### src/rtl/axi2ahb_burst_ctrl_if.sv
`default_nettype none
// ============================================================================
// Module   : axi2ahb_burst_ctrl_if
// Brief    : Command, data-flow and AHB master signals of the burst controller.
// Revision : 1.0
// ============================================================================
interface axi2ahb_burst_ctrl_if #(
  parameter int ADDR_WIDTH = 32,
  parameter int LEN_WIDTH  = 8
);
  logic                  cmd_valid_i;
  logic                  cmd_ready_o;
  logic                  cmd_write_i;
  logic [ADDR_WIDTH-1:0] cmd_addr_i;
  logic [LEN_WIDTH-1:0]  cmd_len_i;
  logic [1:0]            cmd_burst_i;
  logic                  data_ready_i;
  logic [ADDR_WIDTH-1:0] HADDR;
  logic [2:0]            HBURST;
  logic [2:0]            HSIZE;
  logic [1:0]            HTRANS;
  logic                  HWRITE;
  logic                  HREADY;
  logic                  HRESP;
  logic                  dphase_valid_o;
  logic                  dphase_last_o;
  logic                  err_o;

  // master is the controller itself (it masters the AHB bus); slave is its environment
  modport master (
    input  cmd_valid_i, cmd_write_i, cmd_addr_i, cmd_len_i, cmd_burst_i, data_ready_i,
    input  HREADY, HRESP,
    output cmd_ready_o, HADDR, HBURST, HSIZE, HTRANS, HWRITE,
    output dphase_valid_o, dphase_last_o, err_o
  );

  modport slave (
    output cmd_valid_i, cmd_write_i, cmd_addr_i, cmd_len_i, cmd_burst_i, data_ready_i,
    output HREADY, HRESP,
    input  cmd_ready_o, HADDR, HBURST, HSIZE, HTRANS, HWRITE,
    input  dphase_valid_o, dphase_last_o, err_o
  );
endinterface
`default_nettype wire

### src/rtl/axi2ahb_burst_ctrl.sv
`default_nettype none
// ============================================================================
// Module   : axi2ahb_burst_ctrl
// Brief    : Turns FIXED/INCR/WRAP burst commands into AHB address/data phases.
// Revision : 1.0
// ============================================================================
module axi2ahb_burst_ctrl #(
  parameter int ADDR_WIDTH = 32,
  parameter int DATA_WIDTH = 32,
  parameter int LEN_WIDTH  = 8
) (
  input  logic                 ACLK,
  input  logic                 ARESETN,
  axi2ahb_burst_ctrl_if.master bus
);

  typedef enum logic [1:0] {
    S_IDLE   = 2'd0,
    S_ACTIVE = 2'd1,
    S_DRAIN  = 2'd2,
    S_ERR    = 2'd3
  } state_t;

  localparam logic [1:0] c_HT_IDLE   = 2'b00;
  localparam logic [1:0] c_HT_BUSY   = 2'b01;
  localparam logic [1:0] c_HT_NONSEQ = 2'b10;
  localparam logic [1:0] c_HT_SEQ    = 2'b11;

  localparam logic [2:0] c_HB_SINGLE = 3'd0;
  localparam logic [2:0] c_HB_INCR   = 3'd1;
  localparam logic [2:0] c_HB_WRAP4  = 3'd2;
  localparam logic [2:0] c_HB_INCR4  = 3'd3;
  localparam logic [2:0] c_HB_WRAP8  = 3'd4;
  localparam logic [2:0] c_HB_INCR8  = 3'd5;
  localparam logic [2:0] c_HB_WRAP16 = 3'd6;
  localparam logic [2:0] c_HB_INCR16 = 3'd7;

  localparam logic [1:0] c_BURST_FIXED = 2'd0;
  localparam logic [1:0] c_BURST_WRAP  = 2'd2;

  localparam int                    c_SZ_LOG2  = (DATA_WIDTH == 64) ? 3 : 2;
  localparam logic [2:0]            c_HSIZE    = (DATA_WIDTH == 64) ? 3'b011 : 3'b010;
  localparam logic [ADDR_WIDTH-1:0] c_STEP     = ADDR_WIDTH'(DATA_WIDTH / 8);
  localparam logic [ADDR_WIDTH-1:0] c_ONE_ADDR = ADDR_WIDTH'(1);
  localparam logic [LEN_WIDTH:0]    c_ONE_CNT  = (LEN_WIDTH+1)'(1);

  state_t                r_state, w_state;
  logic                  r_write, w_write;
  logic [LEN_WIDTH-1:0]  r_len, w_len;
  logic [1:0]            r_burst, w_burst;
  logic [2:0]            r_hb_code, w_hb_code;
  logic                  r_single, w_single;
  logic [LEN_WIDTH:0]    r_cnt, w_cnt;
  logic [ADDR_WIDTH-1:0] r_next_addr, w_next_addr;
  logic [ADDR_WIDTH-1:0] r_haddr, w_haddr;
  logic [1:0]            r_htrans, w_htrans;
  logic [2:0]            r_hburst, w_hburst;
  logic                  r_hwrite, w_hwrite;
  logic                  r_dp_pending, w_dp_pending;
  logic                  r_dp_last, w_dp_last;
  logic                  r_err, w_err;

  logic [LEN_WIDTH:0]    w_total;
  logic                  w_all_issued;
  logic                  w_beat_on_bus;
  logic                  w_abort;
  logic                  w_is_incr;
  logic [ADDR_WIDTH-1:0] w_incr_addr;
  logic [ADDR_WIDTH-1:0] w_wrap_mask;
  logic [ADDR_WIDTH-1:0] w_step_addr;
  logic [1:0]            w_beat_trans;
  logic [ADDR_WIDTH-1:0] w_cmd_end;
  logic                  w_cmd_cross;
  logic                  w_cmd_pow2;
  logic [2:0]            w_cmd_hb;
  logic                  w_cmd_single;

  assign w_total       = {1'b0, r_len} + c_ONE_CNT;
  assign w_all_issued  = (r_cnt == w_total);
  assign w_beat_on_bus = r_htrans[1];
  assign w_abort       = bus.HRESP && !bus.HREADY;
  assign w_is_incr     = (r_burst != c_BURST_FIXED) && (r_burst != c_BURST_WRAP);

  // Wrap window is the whole burst size, aligned to itself
  assign w_incr_addr = r_next_addr + c_STEP;
  assign w_wrap_mask = (ADDR_WIDTH'(w_total) << c_SZ_LOG2) - c_ONE_ADDR;

  always_comb begin
    w_step_addr = w_incr_addr;
    if (r_burst == c_BURST_FIXED) begin
      w_step_addr = r_next_addr;
    end else if (r_burst == c_BURST_WRAP) begin
      w_step_addr = (r_next_addr & ~w_wrap_mask) | (w_incr_addr & w_wrap_mask);
    end
  end

  // A beat restarts as NONSEQ when it opens the burst, is a standalone single, or sits on a 1KB line
  assign w_beat_trans = ((r_cnt == '0) || r_single || (w_is_incr && (r_next_addr[9:0] == 10'd0)))
                        ? c_HT_NONSEQ : c_HT_SEQ;

  assign w_cmd_end   = bus.cmd_addr_i + (ADDR_WIDTH'(bus.cmd_len_i) << c_SZ_LOG2);
  assign w_cmd_cross = (bus.cmd_addr_i[ADDR_WIDTH-1:10] != w_cmd_end[ADDR_WIDTH-1:10]);
  assign w_cmd_pow2  = (bus.cmd_len_i == LEN_WIDTH'(3)) || (bus.cmd_len_i == LEN_WIDTH'(7)) ||
                       (bus.cmd_len_i == LEN_WIDTH'(15));

  always_comb begin
    w_cmd_hb     = c_HB_INCR;
    w_cmd_single = 1'b0;
    if (bus.cmd_burst_i == c_BURST_FIXED) begin
      w_cmd_hb     = c_HB_SINGLE;
      w_cmd_single = 1'b1;
    end else if (bus.cmd_burst_i == c_BURST_WRAP) begin
      if (bus.cmd_len_i == LEN_WIDTH'(3)) begin
        w_cmd_hb = c_HB_WRAP4;
      end else if (bus.cmd_len_i == LEN_WIDTH'(7)) begin
        w_cmd_hb = c_HB_WRAP8;
      end else if (bus.cmd_len_i == LEN_WIDTH'(15)) begin
        w_cmd_hb = c_HB_WRAP16;
      end else begin
        w_cmd_hb     = c_HB_SINGLE;
        w_cmd_single = 1'b1;
      end
    end else if (!w_cmd_cross && w_cmd_pow2) begin
      if (bus.cmd_len_i == LEN_WIDTH'(3)) begin
        w_cmd_hb = c_HB_INCR4;
      end else if (bus.cmd_len_i == LEN_WIDTH'(7)) begin
        w_cmd_hb = c_HB_INCR8;
      end else begin
        w_cmd_hb = c_HB_INCR16;
      end
    end
  end

  always_comb begin
    w_state      = r_state;
    w_write      = r_write;
    w_len        = r_len;
    w_burst      = r_burst;
    w_hb_code    = r_hb_code;
    w_single     = r_single;
    w_cnt        = r_cnt;
    w_next_addr  = r_next_addr;
    w_haddr      = r_haddr;
    w_htrans     = r_htrans;
    w_hburst     = r_hburst;
    w_hwrite     = r_hwrite;
    w_dp_pending = r_dp_pending;
    w_dp_last    = r_dp_last;
    w_err        = 1'b0;

    if (bus.HREADY) begin
      w_dp_pending = w_beat_on_bus;
      w_dp_last    = w_beat_on_bus && w_all_issued;
    end

    case (r_state)
      S_IDLE: begin
        if (bus.cmd_valid_i) begin
          w_write     = bus.cmd_write_i;
          w_len       = bus.cmd_len_i;
          w_burst     = bus.cmd_burst_i;
          w_hb_code   = w_cmd_hb;
          w_single    = w_cmd_single;
          w_next_addr = bus.cmd_addr_i;
          w_cnt       = '0;
          w_state     = S_ACTIVE;
        end
      end
      S_ACTIVE: begin
        if (w_abort) begin
          w_htrans     = c_HT_IDLE;
          w_hburst     = c_HB_SINGLE;
          w_hwrite     = 1'b0;
          w_dp_pending = 1'b0;
          w_dp_last    = 1'b0;
          w_state      = S_ERR;
        end else if (bus.HREADY) begin
          if (w_all_issued) begin
            w_htrans = c_HT_IDLE;
            w_hburst = c_HB_SINGLE;
            w_hwrite = 1'b0;
            w_state  = S_DRAIN;
          end else if (bus.data_ready_i) begin
            w_haddr     = r_next_addr;
            w_htrans    = w_beat_trans;
            w_hburst    = r_hb_code;
            w_hwrite    = r_write;
            w_cnt       = r_cnt + c_ONE_CNT;
            w_next_addr = w_step_addr;
          end else if (r_cnt == '0) begin
            w_htrans = c_HT_IDLE;
            w_hwrite = 1'b0;
          end else begin
            w_haddr  = r_next_addr;
            w_htrans = c_HT_BUSY;
            w_hburst = r_hb_code;
            w_hwrite = r_write;
          end
        end
      end
      S_DRAIN: begin
        if (w_abort) begin
          w_dp_pending = 1'b0;
          w_dp_last    = 1'b0;
          w_state      = S_ERR;
        end else if (bus.HREADY) begin
          w_state = S_IDLE;
        end
      end
      S_ERR: begin
        if (bus.HREADY) begin
          w_err   = 1'b1;
          w_state = S_IDLE;
        end
      end
      default: w_state = S_IDLE;
    endcase
  end

  always_ff @(posedge ACLK) begin
    if (!ARESETN) begin
      r_state      <= S_IDLE;
      r_write      <= 1'b0;
      r_len        <= '0;
      r_burst      <= '0;
      r_hb_code    <= c_HB_SINGLE;
      r_single     <= 1'b0;
      r_cnt        <= '0;
      r_next_addr  <= '0;
      r_haddr      <= '0;
      r_htrans     <= c_HT_IDLE;
      r_hburst     <= c_HB_SINGLE;
      r_hwrite     <= 1'b0;
      r_dp_pending <= 1'b0;
      r_dp_last    <= 1'b0;
      r_err        <= 1'b0;
    end else begin
      r_state      <= w_state;
      r_write      <= w_write;
      r_len        <= w_len;
      r_burst      <= w_burst;
      r_hb_code    <= w_hb_code;
      r_single     <= w_single;
      r_cnt        <= w_cnt;
      r_next_addr  <= w_next_addr;
      r_haddr      <= w_haddr;
      r_htrans     <= w_htrans;
      r_hburst     <= w_hburst;
      r_hwrite     <= w_hwrite;
      r_dp_pending <= w_dp_pending;
      r_dp_last    <= w_dp_last;
      r_err        <= w_err;
    end
  end

  assign bus.cmd_ready_o    = (r_state == S_IDLE);
  assign bus.HADDR          = r_haddr;
  assign bus.HBURST         = r_hburst;
  assign bus.HSIZE          = c_HSIZE;
  assign bus.HTRANS         = r_htrans;
  assign bus.HWRITE         = r_hwrite;
  assign bus.dphase_valid_o = r_dp_pending && bus.HREADY;
  assign bus.dphase_last_o  = r_dp_last && bus.HREADY;
  assign bus.err_o          = r_err;

endmodule
`default_nettype wire
### src/flat_wrapper.sv
// flat-port wrapper written by rule: the top's interface ports become plain ports
module axi2ahb_burst_ctrl_flat 
#(
  parameter int ADDR_WIDTH = 32,
  parameter int DATA_WIDTH = 32,
  parameter int LEN_WIDTH  = 8
)
  (ACLK, ARESETN, bus_cmd_valid_i, bus_cmd_write_i, bus_cmd_addr_i, bus_cmd_len_i, bus_cmd_burst_i, bus_data_ready_i, bus_HREADY, bus_HRESP, bus_cmd_ready_o, bus_HADDR, bus_HBURST, bus_HSIZE, bus_HTRANS, bus_HWRITE, bus_dphase_valid_o, bus_dphase_last_o, bus_err_o);
  axi2ahb_burst_ctrl_if #(.ADDR_WIDTH(ADDR_WIDTH), .LEN_WIDTH(LEN_WIDTH)) bus_i ();
  input  logic ACLK;
  input  logic ARESETN;
  input wire logic [$bits(bus_i.cmd_valid_i)-1:0] bus_cmd_valid_i;
  input wire logic [$bits(bus_i.cmd_write_i)-1:0] bus_cmd_write_i;
  input wire logic [$bits(bus_i.cmd_addr_i)-1:0] bus_cmd_addr_i;
  input wire logic [$bits(bus_i.cmd_len_i)-1:0] bus_cmd_len_i;
  input wire logic [$bits(bus_i.cmd_burst_i)-1:0] bus_cmd_burst_i;
  input wire logic [$bits(bus_i.data_ready_i)-1:0] bus_data_ready_i;
  input wire logic [$bits(bus_i.HREADY)-1:0] bus_HREADY;
  input wire logic [$bits(bus_i.HRESP)-1:0] bus_HRESP;
  output wire logic [$bits(bus_i.cmd_ready_o)-1:0] bus_cmd_ready_o;
  output wire logic [$bits(bus_i.HADDR)-1:0] bus_HADDR;
  output wire logic [$bits(bus_i.HBURST)-1:0] bus_HBURST;
  output wire logic [$bits(bus_i.HSIZE)-1:0] bus_HSIZE;
  output wire logic [$bits(bus_i.HTRANS)-1:0] bus_HTRANS;
  output wire logic [$bits(bus_i.HWRITE)-1:0] bus_HWRITE;
  output wire logic [$bits(bus_i.dphase_valid_o)-1:0] bus_dphase_valid_o;
  output wire logic [$bits(bus_i.dphase_last_o)-1:0] bus_dphase_last_o;
  output wire logic [$bits(bus_i.err_o)-1:0] bus_err_o;
  assign bus_i.cmd_valid_i = bus_cmd_valid_i;
  assign bus_i.cmd_write_i = bus_cmd_write_i;
  assign bus_i.cmd_addr_i = bus_cmd_addr_i;
  assign bus_i.cmd_len_i = bus_cmd_len_i;
  assign bus_i.cmd_burst_i = bus_cmd_burst_i;
  assign bus_i.data_ready_i = bus_data_ready_i;
  assign bus_i.HREADY = bus_HREADY;
  assign bus_i.HRESP = bus_HRESP;
  assign bus_cmd_ready_o = bus_i.cmd_ready_o;
  assign bus_HADDR = bus_i.HADDR;
  assign bus_HBURST = bus_i.HBURST;
  assign bus_HSIZE = bus_i.HSIZE;
  assign bus_HTRANS = bus_i.HTRANS;
  assign bus_HWRITE = bus_i.HWRITE;
  assign bus_dphase_valid_o = bus_i.dphase_valid_o;
  assign bus_dphase_last_o = bus_i.dphase_last_o;
  assign bus_err_o = bus_i.err_o;
  axi2ahb_burst_ctrl #(.ADDR_WIDTH(ADDR_WIDTH), .DATA_WIDTH(DATA_WIDTH), .LEN_WIDTH(LEN_WIDTH)) u_core (.ACLK(ACLK), .ARESETN(ARESETN), .bus(bus_i));
endmodule
### config.mk
export PLATFORM = sky130hd
export DESIGN_NAME = axi2ahb_burst_ctrl_flat
export DESIGN_NICKNAME = d
export VERILOG_FILES = /design/src/rtl/axi2ahb_burst_ctrl_if.sv /design/src/rtl/axi2ahb_burst_ctrl.sv /design/src/flat_wrapper.sv
export SDC_FILE = /design/constraint.sdc
export NUM_CORES = 1
export LEC_CHECK = 0
export BUFFER_PORTS_ARGS = -buffer_cell sky130_fd_sc_hd__clkbuf_2
export CELL_PAD_IN_SITES_DETAIL_PLACEMENT = 1
export CELL_PAD_IN_SITES_GLOBAL_PLACEMENT = 2
export CORE_MARGIN = 2
export CORE_UTILIZATION = 36
export CTS_CLUSTER_SIZE = 8
export DETAILED_ROUTE_END_ITERATION = 8
export PLACE_DENSITY_LB_ADDON = 0.1
export SYNTH_ARGS = -nofsm -noshare
export SYNTH_HDL_FRONTEND = slang
export SYNTH_SLANG_ARGS = --single-unit
### constraint.sdc
create_clock -name ACLK -period 5.2 [get_ports ACLK]
set_input_delay 0.26 -clock ACLK [delete_from_list [all_inputs] [get_ports ACLK]]
set_output_delay 0.26 -clock ACLK [all_outputs]
set_load 0.01 [all_outputs]
==> impl_metrics.py, run 1 <==
metrics = {
    "outcome": {
        "outcome": "complete, no violations",
    },
    "setup_path": {
        "path_cells": "ha_1 > xnor2_1 > o211ai_1 > a311oi_1 > nand4_2 > nand4_2 > buf_4 > mux2i_1 > nor2_1",
        "reg2reg_setup_slack_ps": 1460,
        "r2r_cells": 9,
        "worstSetupEndpointType": "register",
        "reg2reg_to": "u_core.bus.HADDR[29]",
        "worstSetupPathDepth": 9,
        "critical_path.max_fanout": 20,
        "critical_path.startpoint_type": "register",
        "critPathTopFamily": "simple AND/OR/NAND/NOR gates",
        "worst-path-buf-inv": 1,
        "r2r-start": "u_core.r_len[0]",
        "timing.critical_path.mode_cell": "sky130_fd_sc_hd__nand4_2",
        "crit_required_ps": 5420,
        "critical_path.slowest_cell": "sky130_fd_sc_hd__nand4_2",
        "cp_data_arrival_time_ps": 3960,
        "critical_path_class": "register to register",
        "crit_path_max_incr_delay_ps": 760,
    },
    "place": {
        "number_of_port_buffers": 90,
        "place_inst": 964,
        "place.detailed.hpwl_mm": 14.0,
        "finalWeightedCongestion": 0.898,
    },
    "timing": {
        "tightest_slew_ps": 1010,
        "final-max-slew-violation-count": 0,
        "max_slew_margin_pct": 32.4,
        "final_hold_viol_count": 0,
        "final.setup_skew_ps": 7.85,
        "min_period_ps": 3740,
        "fin_crit_sh_pct": 71.8,
        "setup-tns-final_ps": 0,
        "rsz0062_at_grt": "no",
        "hold_slack_ps": 139,
        "max_clock_freq_mhz": 268,
        "setup_viol": 0,
    },
    "clock_tree": {
        "ctsHtreeMaxLevel": 3,
        "clk_pin_slew_worst_paths_ps": 70,
        "cts_resized": 0,
        "longest_clk_path_bufs": 2,
        "insertion_delay_ps": 360,
        "postCtsSetupBuffers": 0,
        "numCtsBuffers": 9,
        "cts_tree": "built",
        "cts.root.buffer_cell": "sky130_fd_sc_hd__clkbuf_16",
        "post_cts_hold_buffer_count": 0,
        "clock_sink_count": 99,
    },
    "detailed_routing": {
        "detailedRoute.firstIterationViolations": 304,
        "drcViolationCount": 0,
        "routed_wire_length_per_instance_um": 19.5,
        "antenna_violating_nets_post_route": 0,
        "vias": 5437,
        "drtPass1Iterations": 5,
        "post_drt_via_cell_ratio": 5.55,
        "routed_wl_mm": 19.1,
    },
    "final_layout": {
        "layout.nets": 825,
        "area_growth_syn_to_layout_pct": 14.5,
        "drive_gt1_share_pct": 18.1,
        "final_cell_count_no_fill": 980,
        "insertedDiodeCount": 0,
    },
    "synth": {
        "syn-cell-area_mm2": 0.00577,
        "yosys.cell_count.top_type": "sky130_fd_sc_hd__dfxtp_1",
        "sequential_fraction_of_the_synthesis_area_pct": 34.3,
        "post-synth-top-area-cell": "sky130_fd_sc_hd__dfxtp_1",
        "post_synth_edffs": 0,
        "ys_async_sr_fraction_pct": 0,
        "synth.lib_cells_used.distinct": 74,
        "synth.yosys.warnings": 0,
        "avgSynthCellArea_um2": 8.29,
        "synth.top_cell.area_share_pct": 34.3,
        "synth-seq-cells": 99,
        "dominantRegCellSynth": "sky130_fd_sc_hd__dfxtp_1",
        "synth.top_cells.by_count": "99 x sky130_fd_sc_hd__dfxtp_1, 84 x sky130_fd_sc_hd__nor2_1, 78 x sky130_fd_sc_hd__nand2_1, 43 x sky130_fd_sc_hd__a21oi_1, 38 x sky130_fd_sc_hd__mux2i_1",
        "netlist_top_cells_area": "sky130_fd_sc_hd__dfxtp_1 34%, sky130_fd_sc_hd__mux2i_1 6.6%, sky130_fd_sc_hd__nor2_1 5.5%, sky130_fd_sc_hd__nand2_1 5.1%, sky130_fd_sc_hd__a21oi_1 3.7%",
        "synth_cells": 696,
    },
    "min_path": {
        "min-delay-path-class": "input port to register",
        "timing.hold.worst.start": "bus_cmd_addr_i[0]",
        "timing.hold.worst_endpoint": "u_core.r_next_addr[0]",
        "worst_hold_path.num_cells": 3,
    },
    "die": {
        "floorplan.rows": 46,
        "floorplan.die_area_mm2": 0.0171,
        "placeableCoreArea_mm2": 0.0158,
        "top_level_port_count": 94,
        "start_util_pct": 36.6,
        "die_width_um": 131,
        "chipHeight_um": 131,
    },
    "pwr": {
        "power_density_mw_per_mm2": 414,
        "report.power.total_w": 0.00274,
        "max-vdd-ir-drop_mv": 0.320,
        "p_leak_nw": 2.78,
    },
    "grt": {
        "grt_start_max_net_pins": 42,
        "groute.usage.overall_pct": 23.2,
        "overflow": 0,
        "via_count_of_the_first_global_routing_pass": 5504,
        "grt_antenna_before_repair": 0,
        "grt_pass1_wl_mm": 30.5,
    },
    "flow_run": {
        "maxCapViolations": 0,
    },
}
==> power by group <==
part,internal (W),switching (W)
registers,0.000865,0.000182
clock network,0.000371,0.000320
logic,0.000371,0.000628
==> layout make-up <==
type | count | area, um^2
multi-input cells | 530 | 3470
flip-flops and latches | 99 | 1980
well taps | 216 | 270
inverters | 23 | 86.3
clock inverters | 3 | 28.8
repair buffers | 96 | 495
clock buffers | 13 | 270
fillers | 1929 | 9170
==> how the worst max path moves through the flow <==
stage | from | endpoint | slack [ps]
2_1_floorplan | u_core.r_len[0] | register | 2600
3_3_place_gp | u_core.r_len[0] | u_core.bus.HADDR[23] | 1600
3_5_place_dp | u_core.r_len[0] | u_core.bus.HADDR[26] | 1470
4_1_cts | u_core.r_len[0] | u_core.bus.HADDR[5] | 1450
5_1_grt | u_core.r_len[0] | u_core.bus.HADDR[0] | 1150
6_report | u_core.r_len[0] | u_core.bus.HADDR[29] | 1460
==> cells by family after synthesis <==
group	synth area share, %
compound gates	23.1
other cells	0.130
simple gates	22.5
buf+inv	5.55
mux	6.59
xor+xnor	4.10
flops	34.3
fa+ha+maj	3.69
==> stage by stage <==
step	area (um^2)	utilization, %	worst slack [ps]
3_3_place_gp	6310	40.0	1600
2_1_floorplan	5770	-	2600
4_1_cts	6610	41.9	1450
6_report	6610	41.9	1460
5_1_grt	6610	41.9	1150
3_5_place_dp	6310	40.0	1470
==> cells in the final DEF (no fill, tap or decap), types with 6 or more instances in the layout <==
cell type / instances
sky130_fd_sc_hd__a21oi_1: 43
sky130_fd_sc_hd__a32o_1: 11
sky130_fd_sc_hd__and2_1: 9
sky130_fd_sc_hd__buf_4: 6
sky130_fd_sc_hd__clkbuf_16: 9
sky130_fd_sc_hd__clkbuf_2: 90
sky130_fd_sc_hd__dfxtp_1: 99
sky130_fd_sc_hd__ha_1: 17
sky130_fd_sc_hd__inv_1: 22
sky130_fd_sc_hd__mux2i_1: 38
sky130_fd_sc_hd__nand2_1: 78
sky130_fd_sc_hd__nand2b_1: 9
sky130_fd_sc_hd__nand3_1: 21
sky130_fd_sc_hd__nand4_1: 11
sky130_fd_sc_hd__nor2_1: 84
sky130_fd_sc_hd__nor2b_1: 10
sky130_fd_sc_hd__nor3_1: 9
sky130_fd_sc_hd__o211a_1: 6
sky130_fd_sc_hd__o211ai_1: 9
sky130_fd_sc_hd__o21ai_0: 29
sky130_fd_sc_hd__o221a_2: 6
sky130_fd_sc_hd__o31ai_1: 6
sky130_fd_sc_hd__o32ai_1: 7
sky130_fd_sc_hd__or3_1: 6
sky130_fd_sc_hd__xnor2_1: 22
==> tightest hold or removal path: stages <==
cell and delay, ps:
sky130_fd_sc_hd__clkbuf_2 80, sky130_fd_sc_hd__nand2_1 50, sky130_fd_sc_hd__a21oi_1 50
==> layer usage <==
layer	part of all wire [%]	up-vias	global-route usage, %
met4	1.6	0	7.76
met1	51	2667	34.0
met3	3.3	19	2.89
met2	44	102	35.3
li1	-	2649	-
met5	0	-	0
(Power assumes the default switching activity.)
==> inputs of run 2 (changes only) <==
--- a/config.mk
+++ b/config.mk
@@ -9,7 +9,7 @@
 export CELL_PAD_IN_SITES_DETAIL_PLACEMENT = 1
 export CELL_PAD_IN_SITES_GLOBAL_PLACEMENT = 2
 export CORE_MARGIN = 2
-export CORE_UTILIZATION = 36
+export CORE_UTILIZATION = 34
 export CTS_CLUSTER_SIZE = 8
 export DETAILED_ROUTE_END_ITERATION = 8
 export PLACE_DENSITY_LB_ADDON = 0.1
==> constraint.sdc (replaced) <==
create_clock -name ACLK -period 3.77 [get_ports ACLK]
set_input_delay 0.1885 -clock ACLK [delete_from_list [all_inputs] [get_ports ACLK]]
set_output_delay 0.1885 -clock ACLK [all_outputs]
set_load 0.01 [all_outputs]
==> run 2 against run 1 <==
Against the previous run:
- hold slack worse by 72 ps
- global-route usage is 1.7 points lower
- flip-flop and latch count stayed put
- sequential share of layout area is 0.31 points lower
- cell count is 1.1% higher
- first-iteration DRC count is 4.9% lower
- critical path type unchanged
- largest cell class unchanged
==> impl_metrics.py, run 2 (synthesis results as in run 1) <==
metrics = {
    "outcome": {
        "outcome": "complete, no violations",
    },
    "detailed_routing": {
        "vias": 5483,
        "post_drt_via_cell_ratio": 5.53,
        "antenna_violating_nets_post_route": 0,
        "routed_wl_mm": 18.9,
        "detailedRoute.firstIterationViolations": 289,
        "drcViolationCount": 0,
        "routed_wire_length_per_instance_um": 19.1,
        "drtPass1Iterations": 6,
    },
    "clock_tree": {
        "insertion_delay_ps": 360,
        "numCtsBuffers": 9,
        "post_cts_hold_buffer_count": 0,
        "clock_sink_count": 99,
        "cts_resized": 0,
        "clk_pin_slew_worst_paths_ps": 70,
        "longest_clk_path_bufs": 2,
        "cts_tree": "built",
        "postCtsSetupBuffers": 0,
        "ctsHtreeMaxLevel": 3,
        "cts.root.buffer_cell": "sky130_fd_sc_hd__clkbuf_16",
    },
    "final_layout": {
        "final_common_cell": "sky130_fd_sc_hd__dfxtp_1",
        "insertedDiodeCount": 0,
        "drive_gt1_share_pct": 18.8,
        "mostFrequentLayoutCells": "99 x sky130_fd_sc_hd__dfxtp_1, 90 x sky130_fd_sc_hd__clkbuf_2, 84 x sky130_fd_sc_hd__nor2_1, 78 x sky130_fd_sc_hd__nand2_1, 43 x sky130_fd_sc_hd__a21oi_1",
        "layout.nets": 833,
        "fillCellCount": 2041,
        "sequential_cell_area_mm2": 0.00198,
        "area_growth_syn_to_layout_pct": 15.7,
        "final_design_area_no_fill_mm2": 0.00667,
        "multi_input_comb_area_mm2": 0.00347,
    },
    "timing": {
        "final.setup_skew_ps": 12.3,
        "final-max-slew-violation-count": 0,
        "setup_viol": 0,
        "final_hold_viol_count": 0,
        "hold_slack_ps": 67.3,
        "max_clock_freq_mhz": 314,
        "setup-tns-final_ps": 0,
        "tightest_slew_ps": 944,
        "rsz0062_at_grt": "no",
        "max_slew_margin_pct": 36.2,
        "min_period_ps": 3180,
        "fin_crit_sh_pct": 84.4,
    },
    "die": {
        "floorplan.rows": 47,
        "die_width_um": 134,
        "chipHeight_um": 134,
        "placeableCoreArea_mm2": 0.0166,
        "floorplan.die_area_mm2": 0.0180,
        "start_util_pct": 34.8,
        "top_level_port_count": 94,
    },
    "setup_path": {
        "cp_data_arrival_time_ps": 3450,
        "path_cells": "ha_1 > nand2b_1 > or4b_4 > a22oi_4 > a31oi_4 > o31ai_4 > buf_4 > a21oi_1 > a311oi_2",
        "critical_path_class": "register to register",
        "crit_required_ps": 4040,
        "critical_path.startpoint_type": "register",
        "crit_path_max_incr_delay_ps": 570,
        "critPathLaunch": "u_core.r_len[1]",
        "r2r-start": "u_core.r_len[1]",
        "reg2reg_setup_slack_ps": 590,
        "critical_path.max_fanout": 22,
        "critical_path.slowest_cell": "sky130_fd_sc_hd__dfxtp_1",
        "worstSetupEndpointType": "register",
    },
    "place": {
        "number_of_port_buffers": 90,
        "finalWeightedCongestion": 0.808,
        "dpl-instance-area_mm2": 0.00638,
        "place.detailed.hpwl_mm": 14.1,
    },
    "grt": {
        "grt_antenna_before_repair": 0,
        "grt_pass1_wl_mm": 30.6,
        "via_count_of_the_first_global_routing_pass": 5611,
        "overflow": 0,
        "grt_start_max_net_pins": 35,
        "groute.usage.overall_pct": 21.4,
    },
    "pwr": {
        "netSwitchingFraction_pct": 40.8,
        "power_density_mw_per_mm2": 571,
        "share_comb_of_total_power_pct": 36.8,
        "power.internal_w": 0.00225,
        "share_seq_of_total_power_pct": 38.0,
        "p_leak_nw": 2.82,
        "pwr-share-clk_pct": 25.2,
        "switching_power_w": 0.00156,
        "max-vdd-ir-drop_mv": 0.256,
    },
    "min_path": {
        "min-delay-path-class": "input port to register",
        "timing.hold.worst.start": "bus_cmd_write_i",
    },
    "flow_run": {
        "maxCapViolations": 0,
    },
}
==> run 2: critical path: cells and delay by family (launching register included) <==
kind            cells  cell delay (ps)
simple gates        2              710
buf+inv             1              310
flops               1              570
compound gates      5             1100
fa+ha+maj           1              390
==> run 2: layout make-up <==
class,count,area share [%]
multi-input combinational,530,52.0
sequential,99,29.7
timing repair buffer,104,8.51
tap,220,4.12
clock buffer,10,3.43
inverter,23,1.29
clock inverter,5,0.919
==> run 2: path summary, 6_finish.rpt <==
check,endpoint,cells past startpoint
setup reg to reg,register,9
setup / recovery,register,9
hold / removal,u_core.r_write,3
hold reg to reg,u_core.bus.HWRITE,2
==> run 2: metal layers <==
| metal | global-route usage, % | vias up | wire, um |
|---|---|---|---|
| met2 | 34.2 | 109 | 8520 |
| met4 | 5.61 | 0 | 238 |
| met1 | 30.6 | 2694 | 9530 |
| li1 | - | 2666 | - |
| met5 | 0 | - | 0 |
| met3 | 2.76 | 14 | 641 |
==> run 2: metrics by stage <==
| step | setup slack, ps | cells | power [W] | util, % |
|---|---|---|---|---|
| floorplan | 1170 | 697 | 0.00241 | - |
| CTS | 590 | 991 | 0.00384 | 40.2 |
| detailed placement | 602 | 976 | 0.00287 | 38.5 |
| global placement | 738 | 976 | 0.00282 | 38.5 |
| global route | 376 | 991 | 0.00407 | 40.2 |
| finish | 588 | 991 | 0.00381 | 40.2 |
==> run 2: power groups by stage <==
stage | registers (W) | clock network, W | logic, W
floorplan | 0.00135 | 0 | 0.00106
global placement | 0.00146 | 0 | 0.00137
detailed placement | 0.00147 | 0 | 0.00140
CTS | 0.00144 | 0.000988 | 0.00141
global route | 0.00147 | 0.00103 | 0.00156
finish | 0.00145 | 0.000959 | 0.00140
==> inputs of run 3 (changes only) <==
--- a/config.mk
+++ b/config.mk
@@ -9,7 +9,7 @@
 export CELL_PAD_IN_SITES_DETAIL_PLACEMENT = 1
 export CELL_PAD_IN_SITES_GLOBAL_PLACEMENT = 2
 export CORE_MARGIN = 2
-export CORE_UTILIZATION = 34
+export CORE_UTILIZATION = 30
 export CTS_CLUSTER_SIZE = 8
 export DETAILED_ROUTE_END_ITERATION = 8
 export PLACE_DENSITY_LB_ADDON = 0.1
==> constraint.sdc (replaced) <==
create_clock -name ACLK -period 2.8 [get_ports ACLK]
set_input_delay 0.14 -clock ACLK [delete_from_list [all_inputs] [get_ports ACLK]]
set_output_delay 0.14 -clock ACLK [all_outputs]
set_load 0.01 [all_outputs]
==> run 3 against run 2 <==
Against the previous run:
- wire length is 5.2% higher
- sequential power is 30% higher
- global-route usage is 1.1 points lower
- critical path type unchanged
- flip-flop and latch count stayed put
- non-clock buffer count is 33 higher
- clock power is 47% higher
- cell count is 4.7% higher
==> impl_metrics.py, run 3 (synthesis results as in run 1) <==
metrics = {
    "outcome": {
        "outcome": "complete, no violations",
    },
    "setup_path": {
        "critPathLaunch": "u_core.r_len[0]",
        "cp_data_arrival_time_ps": 2990,
        "critical_path_class": "register to register",
        "critical_path.max_fanout": 19,
        "reg2reg_setup_slack_ps": 60,
        "crit_required_ps": 3050,
        "r2r-start": "u_core.r_len[0]",
        "critical_path.startpoint_type": "register",
        "worstSetupEndpointType": "register",
    },
    "place": {
        "dpl-instance-area_mm2": 0.00670,
        "place_inst": 1021,
        "post-place-ws_ps": 73.3,
        "finalWeightedCongestion": 0.829,
        "number_of_port_buffers": 90,
        "place.detailed.hpwl_mm": 15.2,
    },
    "grt": {
        "grt_pass1_wl_mm": 32.3,
        "grt_start_max_net_pins": 34,
        "grt_antenna_before_repair": 0,
        "globalRoute.busiestLayer": "met2",
        "groute.usage.overall_pct": 20.4,
        "use_met1_pct": 29.0,
        "use_met3_pct": 3.89,
        "overflow": 0,
        "via_count_of_the_first_global_routing_pass": 5815,
        "met2_usage_pct": 31.6,
    },
    "timing": {
        "setup_viol": 0,
        "max_clock_freq_mhz": 365,
        "final-max-slew-violation-count": 0,
        "tightest_slew_ps": 823,
        "final_hold_viol_count": 0,
        "max_slew_margin_pct": 44.6,
        "rsz0062_at_grt": "yes",
        "min_period_ps": 2740,
        "worst_slack_ps": 61.2,
        "fin_crit_sh_pct": 97.8,
        "final.setup_skew_ps": 8.57,
    },
    "die": {
        "placeableCoreArea_mm2": 0.0188,
        "floorplan.rows": 50,
        "floorplan.die_area_mm2": 0.0204,
        "start_util_pct": 30.7,
        "top_level_port_count": 94,
        "die_width_um": 143,
        "chipHeight_um": 143,
    },
    "final_layout": {
        "drive_gt1_share_pct": 22.5,
        "area_growth_syn_to_layout_pct": 22.4,
        "insertedDiodeCount": 0,
        "mostFrequentLayoutCells": "98 x sky130_fd_sc_hd__dfxtp_1, 90 x sky130_fd_sc_hd__clkbuf_2, 84 x sky130_fd_sc_hd__nor2_1, 78 x sky130_fd_sc_hd__nand2_1, 43 x sky130_fd_sc_hd__a21oi_1",
        "final_design_area_no_fill_mm2": 0.00706,
        "final_common_cell": "sky130_fd_sc_hd__dfxtp_1",
        "layout.nets": 866,
        "final_cell_count_no_fill": 1038,
        "fillCellCount": 2249,
        "finalCoreUtilization_pct": 37.6,
    },
    "detailed_routing": {
        "post_drt_via_cell_ratio": 5.34,
        "routed_wire_length_per_instance_um": 19.2,
        "routed_wl_mm": 19.9,
        "detailedRoute.firstIterationViolations": 315,
        "antenna_violating_nets_post_route": 0,
        "vias": 5547,
        "drcViolationCount": 0,
        "drtPass1Iterations": 7,
    },
    "clock_tree": {
        "insertion_delay_ps": 360,
        "clock_sink_count": 99,
        "clk_pin_slew_worst_paths_ps": 70,
        "cts_tree": "built",
        "ctsHtreeMaxLevel": 3,
        "longest_clk_path_bufs": 2,
        "postCtsSetupBuffers": 0,
        "cts.root.buffer_cell": "sky130_fd_sc_hd__clkbuf_16",
        "numCtsBuffers": 9,
    },
    "pwr": {
        "report.power.total_w": 0.00551,
        "p_leak_nw": 3.02,
        "power_density_mw_per_mm2": 780,
        "max-vdd-ir-drop_mv": 0.316,
    },
    "flow_run": {
        "maxCapViolations": 0,
    },
    "min_path": {
        "min-delay-path-class": "input port to register",
        "timing.hold.worst.start": "bus_cmd_len_i[4]",
    },
}
[run 3: routing by layer]
layer  vias to the layer above  wire (um)
li1                       2735          -
met1                      2706      10200
met2                        86       8820
met3                        20        639
met4                         0        294
met5                         -          0
[run 3: final timing paths]
| path | to | depth (start not counted) |
|---|---|---|
| worst max-delay path | register | 9 |
| worst min-delay path | u_core.r_len[4] | 3 |
| worst max register to register | register | 9 |
| worst min register to register | u_core.bus.HWRITE | 2 |
[run 3: layout make-up]
type | count | area (um^2) | share of cell area, %
multi-input cells | 530 | 3490 | 49.4
flip-flops and latches | 99 | 1980 | 28.1
repair buffers | 137 | 883 | 12.5
well taps | 234 | 293 | 4.15
clock buffers | 10 | 239 | 3.38
inverters | 23 | 90.1 | 1.28
clock inverters | 5 | 85.1 | 1.20
[run 3: repair_timing]
| action | CTS | global route |
|---|---|---|
| setup endpoints to repair | 0 | 46 |
| gates resized for setup | 0 | 6 |
| endpoints found under the hold margin | 2 | 0 |
| hold buffers | 2 | 0 |
[run 3: critical path: stages, from the launching register on]
cell and delay, ps:
sky130_fd_sc_hd__dfxtp_1 320, sky130_fd_sc_hd__ha_1 340, sky130_fd_sc_hd__nand2b_1 190, sky130_fd_sc_hd__or4b_4 520, sky130_fd_sc_hd__a22oi_4 260, sky130_fd_sc_hd__a31oi_4 130, sky130_fd_sc_hd__o31ai_4 300, sky130_fd_sc_hd__buf_12 200
sky130_fd_sc_hd__o21ai_0 90, sky130_fd_sc_hd__a32o_1 270
[run 3: where the power goes]
part / leakage, nW / switching [W] / total, W / internal [W]
Sequential: 0.805 / 0.000282 / 0.00189 / 0.00161
Clock: 0.155 / 0.000603 / 0.00141 / 0.000809
Combinational: 2.06 / 0.00128 / 0.00220 / 0.000923
Total: 3.02 / 0.00217 / 0.00551 / 0.00334
[run 3: per-stage QoR]
stage,setup TNS [ps],hold WS (ps)
floorplan,0,276
global placement,0,374
detailed placement,0,375
CTS,0,30.0
global route,-378,60.4
finish,0,42.7
